**src/rtl/wb_arbiter_pkg.sv**
```systemverilog
// Shared types and default sizing for the writeback path of the RV core.
// Provides the architectural word/register-number types, the FIFO entry
// layout and default parameter values used by wb_arbiter and wb_fifo.
package wb_arbiter_pkg;

  localparam int REGISTER_COUNT  = 32;
  localparam int WB_FIFO_DEPTH   = 2;
  localparam int WB_STARVE_LIMIT = 4;

  localparam int WORD_BITS = 32;
  localparam int REG_BITS  = $clog2(REGISTER_COUNT);

  typedef logic [WORD_BITS-1:0] word;
  typedef logic [REG_BITS-1:0]  regnum;

  // One buffered memory result: destination register plus load data.
  typedef struct packed {
    regnum rd;
    word   data;
  } wb_entry_t;

endpackage

```
**src/rtl/wb_fifo.sv**
```systemverilog
// Synchronous FIFO buffering memory results ahead of the register write port.
// Latency: head visible the cycle after a push; no bypass. Backpressure: full
// blocks push, empty blocks pop; both flags come from registered occupancy.
// Ports: clk, res (async active-low), push/din, pop/dout, full, empty.
module wb_fifo
  import wb_arbiter_pkg::*;
#(
  parameter int Depth = WB_FIFO_DEPTH
) (
  input  logic      clk,
  input  logic      res,
  input  logic      push,
  input  logic      pop,
  input  wb_entry_t din,
  output wb_entry_t dout,
  output logic      full,
  output logic      empty
);

  localparam int PtrBits = (Depth > 1) ? $clog2(Depth) : 1;
  localparam int CntBits = $clog2(Depth + 1);
  localparam logic [CntBits-1:0] CountMax = CntBits'(Depth);

  wb_entry_t          mem [Depth];
  logic [PtrBits-1:0] wr_ptr;
  logic [PtrBits-1:0] rd_ptr;
  logic [CntBits-1:0] count;
  logic               do_push;
  logic               do_pop;

  assign full    = (count == CountMax);
  assign empty   = (count == '0);
  assign do_push = push && !full;
  assign do_pop  = pop && !empty;
  assign dout    = mem[rd_ptr];

  // Depth is a power of two, so the pointers wrap by natural overflow.
  always_ff @(posedge clk or negedge res) begin
    if (!res) begin
      wr_ptr <= '0;
      rd_ptr <= '0;
      count  <= '0;
    end else begin
      if (do_push) wr_ptr <= wr_ptr + PtrBits'(1);
      if (do_pop)  rd_ptr <= rd_ptr + PtrBits'(1);
      case ({do_push, do_pop})
        2'b10:   count <= count + CntBits'(1);
        2'b01:   count <= count - CntBits'(1);
        default: count <= count;
      endcase
    end
  end

  // Storage needs no reset: occupancy alone decides what is valid.
  always_ff @(posedge clk) begin
    if (do_push) mem[wr_ptr] <= din;
  end

endmodule

```
**src/rtl/wb_arbiter.sv**
```systemverilog
// Writeback arbiter: merges ALU results and buffered memory results onto the
// single register write port, and tracks outstanding load destinations.
// Latency: ALU result -> write 1 cycle; accepted memory result -> write >= 2.
// Backpressure: mem_ready = !full; alu_stall forces the FIFO head through.
// Ports: clk/res; alu_valid/alu_rd/alu_data/alu_stall; mem_valid/mem_ready/
// mem_rd/mem_data; issue_valid/issue_rd; busy; write/write_reg/write_enable.
module wb_arbiter
  import wb_arbiter_pkg::*;
#(
  parameter int RegisterCount = REGISTER_COUNT,
  parameter int FifoDepth     = WB_FIFO_DEPTH,
  parameter int StarveLimit   = WB_STARVE_LIMIT
) (
  input  logic                     clk,
  input  logic                     res,
  input  logic                     alu_valid,
  input  regnum                    alu_rd,
  input  word                      alu_data,
  output logic                     alu_stall,
  input  logic                     mem_valid,
  output logic                     mem_ready,
  input  regnum                    mem_rd,
  input  word                      mem_data,
  input  logic                     issue_valid,
  input  regnum                    issue_rd,
  output logic [RegisterCount-1:0] busy,
  output word                      write,
  output regnum                    write_reg,
  output logic                     write_enable
);

  localparam int SW = $clog2(StarveLimit + 1);
  localparam logic [SW-1:0] StarveMax = SW'(StarveLimit);

  wb_entry_t              head;
  wb_entry_t              fifo_in;
  logic                   fifo_full;
  logic                   fifo_empty;
  logic                   push;
  logic                   sel_alu;
  logic                   sel_fifo;
  logic [SW-1:0]          starve_cnt;
  logic [SW-1:0]          starve_next;
  logic [RegisterCount-1:0] set_mask;
  logic [RegisterCount-1:0] clr_mask;
  logic [RegisterCount-1:0] busy_next;

  // Ready is held low throughout reset so nothing is accepted into a FIFO
  // that is being cleared.
  assign mem_ready    = res && !fifo_full;
  assign push         = mem_valid && mem_ready;
  assign fifo_in.rd   = mem_rd;
  assign fifo_in.data = mem_data;

  wb_fifo #(
    .Depth(FifoDepth)
  ) u_fifo (
    .clk  (clk),
    .res  (res),
    .push (push),
    .pop  (sel_fifo),
    .din  (fifo_in),
    .dout (head),
    .full (fifo_full),
    .empty(fifo_empty)
  );

  // ALU normally wins; while stalled the head goes through and any ALU
  // result presented anyway is dropped.
  always_comb begin
    sel_alu  = 1'b0;
    sel_fifo = 1'b0;
    if (alu_stall) begin
      sel_fifo = !fifo_empty;
    end else if (alu_valid) begin
      sel_alu = 1'b1;
    end else begin
      sel_fifo = !fifo_empty;
    end
  end

  // Counts cycles the waiting head lost to the ALU; saturates at the limit.
  always_comb begin
    starve_next = starve_cnt;
    if (fifo_empty || sel_fifo) begin
      starve_next = '0;
    end else if (sel_alu && starve_cnt != StarveMax) begin
      starve_next = starve_cnt + SW'(1);
    end
  end

  // Set wins over clear on the same register; x0 is never tracked.
  always_comb begin
    set_mask = '0;
    clr_mask = '0;
    if (issue_valid && issue_rd != '0) set_mask = RegisterCount'(1) << issue_rd;
    if (sel_fifo && head.rd != '0)     clr_mask = RegisterCount'(1) << head.rd;
    busy_next = ((busy & ~clr_mask) | set_mask) & ~RegisterCount'(1);
  end

  always_ff @(posedge clk or negedge res) begin
    if (!res) begin
      starve_cnt <= '0;
      alu_stall  <= 1'b0;
      busy       <= '0;
    end else begin
      starve_cnt <= starve_next;
      alu_stall  <= (starve_next == StarveMax);
      busy       <= busy_next;
    end
  end

  // A selected rd==0 result is consumed but never written.
  always_ff @(posedge clk or negedge res) begin
    if (!res) begin
      write_enable <= 1'b0;
      write_reg    <= '0;
      write        <= '0;
    end else if (sel_alu) begin
      write_enable <= (alu_rd != '0);
      write_reg    <= alu_rd;
      write        <= alu_data;
    end else if (sel_fifo) begin
      write_enable <= (head.rd != '0);
      write_reg    <= head.rd;
      write        <= head.data;
    end else begin
      write_enable <= 1'b0;
    end
  end

  a_no_alu_during_stall : assert property (
    @(posedge clk) disable iff (!res) !(alu_valid && alu_stall));

  // Re-issuing is legal only when the same edge retires the old load.
  a_no_issue_to_busy : assert property (
    @(posedge clk) disable iff (!res)
    !(issue_valid && issue_rd != '0 && busy[issue_rd] && !clr_mask[issue_rd]));

endmodule

```
**config.mk**
```make
export PLATFORM = sky130hd
export DESIGN_NAME = wb_arbiter
export DESIGN_NICKNAME = d
export VERILOG_FILES = /design/src/rtl/wb_arbiter_pkg.sv /design/src/rtl/wb_fifo.sv /design/src/rtl/wb_arbiter.sv
export SDC_FILE = /design/constraint.sdc
export NUM_CORES = 1
export LEC_CHECK = 0
export ABC_AREA = 1
export ABC_CLOCK_PERIOD_IN_PS = 6200
export BUFFER_PORTS_ARGS = -buffer_cell sky130_fd_sc_hd__buf_2
export CAP_MARGIN = 5
export CORE_AREA = 2 2 137 166
export CTS_BUF_LIST = sky130_fd_sc_hd__clkbuf_8 sky130_fd_sc_hd__clkbuf_16
export DETAILED_ROUTE_END_ITERATION = 6
export DIE_AREA = 0 0 139 168
export PLACE_DENSITY = 0.51
export RECOVER_POWER = 50
export SLEW_MARGIN = 10
export SYNTH_ARGS = -nofsm -noshare
export SYNTH_HDL_FRONTEND = slang
export SYNTH_SLANG_ARGS = --single-unit
```
**constraint.sdc**
```tcl
create_clock -name clk -period 6.2 [get_ports clk]
set_input_delay 1.86 -clock clk [delete_from_list [all_inputs] [get_ports clk]]
set_output_delay 1.86 -clock clk [all_outputs]
set_load 0.1 [all_outputs]
```
==> summary.md <==
| Metric | Value |
|---|---|
| XOR/XNOR share of the synthesized area | `less than 1%` |
| Unrepaired setup endpoints after global routing | `no` |
| Post-synth EDFFs | `74` |
| Largest net degree at the start of global routing | `45` |
| GRT Total Usage | `between 15 and 20%` |
| Clk_lat worst skew | `420 ps` |
| Main synth FF type | `dfrtp_1` |
| Critical Path Fanout Max | `35` |
| Largest register FFs | `74` |
| Post-Route WL | `approximately 17000 µm` |
| Number of synthesis warnings | `0` |
| Hold Fails Final Rpt | `0` |
| WL/cell | `15.70 µm` |
| Startpoint Class | `input pin` |
| Crit path from | `res` |
| Critical path endpoint category | `output port` |
| Mux cell area share after synthesis | `0%` |
| Clock sink count | `around 150` |
| Area growth, synth to finish | `24.64%` |
| Via count | `approximately 5000` |
| CTS tree | `built` |
| Yosys cell types | `31` |
| Slew HR | `-102.9%` |
| Commonest non-fill, non-tap cells in the layout | `nand2_1 (224), buf_2 (110), dfrtp_1 (76)` |
| Worst EP arrival | `between 3000 and 4000 ps` |
| Post-Syn Nets | `between 700 and 800` |
| Worst-path clk slew | `60 ps` |
| Post-CTS setup buffers | `0` |
| Worst hold path class | `reg -> reg` |
| Reg2reg start | `alu_stall$_DFF_PN0_` |
| Final setup fails | `0` |
| # Max-Cap Violations | `2` |
| Share of layout cells above drive strength 1 | `20.15%` |
| Crit share post-route | `79.63%` |
| Number of global-route vias before repair | `5031` |
| Post-Synth Simple-Gate Area | `~22%` |
| Die Footprint | `approximately 0.023 mm²` |
| Adder-cell share of the synthesized area | `less than 1%` |
| Commonest non-fill, non-tap cell in the layout | `nand2_1` |
| Final Critical Period | `between 4000 and 5000 ps` |
| Worst-margin pin slew | `slightly above 3000 ps` |
| Worst EP required | `4340 ps` |
| Mapped cell area | `between 0.006 and 0.007 mm²` |
| Failing checks | `capacitance limit, slew limit` |
| Synth Area in Compound Gates | `slightly below 8%` |
| Synth area leaders | `edfxtp_1 (35%), dfrtp_1 (30%), nand2_1 (13%)` |
| Post-detail-place hpwl | `11540 µm` |
| DRT iter0 DRCs | `approximately 260` |
| Core Util, Final | `a little over a third` |
| Fin nets | `just under 900` |
| # resized after CTS | `0` |
| DR vias/cell | `approximately 4.6` |
| H-tree depth | `4` |
| Max Clk Rate | `a little over 200 MHz` |
| Flops & latches, synth | `approximately 150` |
| Setup TNS | `0 ps` |
| Buffers on Ports | `roughly 150` |
| Skew final | `~8.4 ps` |
| Share of the synthesized area in the top cell type | `around a third` |
| Detailed Routing Iterations Pass 1 | `5` |
| Hold_sp | `busy[31]$_DFF_PN0_` |
| Core area | `between 0.02 and 0.025 mm²` |
| # DRC | `0` |
| Starting Density | `between 20% and 30%` |
| Total I/O pin count | `about 160` |
| Hold_buf cts | `0` |
| TritonCTS Buffers | `17` |
| Row cnt | `60` |
| Die width | `between 100 and 150 µm` |
| Die H | `~170 µm` |
| Post-synth top area cell | `edfxtp_1` |
| Register area share after synthesis | `between 60% and 70%` |
| Root Buffer | `clkbuf_16` |
| Initial antenna violation count | `1` |
| Mapped Cells | `approximately 660` |
| Worst setup path class | `in -> out` |
| Max Slew Vio Count | `85` |
| Avg Inst Size Synth | `slightly below 10 µm²` |
| GP Congestion | `0.7814` |
| Clock buffer depth | `2` |
| Grt ovf | `0` |
| Global-route wire length before repair | `~27000 µm` |
| DRT antenna net count | `0` |
| Outcome | `complete, but fails checks` |
| Largest family of logic cells by synthesized area | `simple AND/OR/NAND/NOR gates` |
| Ys async rst share | `a little over 50%` |
-- worst paths after layout --
path / endpoint / slack [ps] / depth (start not counted)
max: mem_ready / 1260 / 3
min: busy[31]$_DFF_PN0_ / 470 / 2
max reg2reg: alu_stall$_DFF_PN0_ / 2640 / 6
min reg2reg: busy[31]$_DFF_PN0_ / 470 / 2
max in group asynchronous: u_fifo.rd_ptr$_DFFE_PN0P_ / 1700 / 2
min in group asynchronous: busy[22]$_DFF_PN0_ / 1390 / 1
-- worst max-delay path, cell delays in order --
cell	delay, ps
buf_4	380
a21boi_0	340
buf_2	490
-- through the flow --
stage | hold slack, ps | cell area [µm²] | cells | worst slack (ps)
global placement | 459.1 | 7446 | 1066 | 1294
CTS | 475.6 | 8045 | 1098 | 1277
global route | 497.3 | 7978 | 1099 | 943.4
finish | 474.0 | 7980 | 1100 | 1263
floorplan | 517.8 | 6402 | 656 | 394.8
detailed placement | 459.2 | 7446 | 1066 | 1282
-- cell families after synthesis --
| group | Yosys count |
|---|---|
| XOR/XNOR | 5 |
| flip-flops | 151 |
| AND/OR/NAND/NOR | 347 |
| adder cells (fa/ha/maj) | 3 |
| buffers and inverters | 56 |
| AO/OA/AOI/OAI | 93 |
| other | 1 |
-- cell usage after synthesis (3+ instances only) --
master / instances
nand2_1: 222
dfrtp_1: 77
edfxtp_1: 74
o21ai_0: 74
nor2_1: 60
nand3_1: 45
inv_1: 25
buf_2: 13
clkbuf_1: 12
o21ai_1: 8
nand2_2: 7
nand3_2: 5
nor3_1: 4
xor2_1: 4
a21oi_1: 3
ha_1: 3
o211ai_1: 3
-- metal layers --
metal	vias to the layer above	global-route usage, %	routed length [µm]
met4	0	6.763	505
met3	28	3.783	922
met1	2393	17.96	7189
met5	-	0	0
met2	155	26.30	8657
li1	2478	-	-
-- final cells by class --
type                            instances  area [µm²]
Fill cell                            2306       13940
Antenna cell                            2       5.005
Sequential cell                       151        4150
Clock inverter                         15       173.9
Inverter                               28       105.1
Multi-Input combinational cell        449        2018
Timing Repair Buffer                  159       753.2
Tap cell                              279       349.1
Clock buffer                           17       425.4
Power is left out: the tool's default activity adds up to more than one toggle a clock period on the data nets, which glitch-free logic cannot reach.
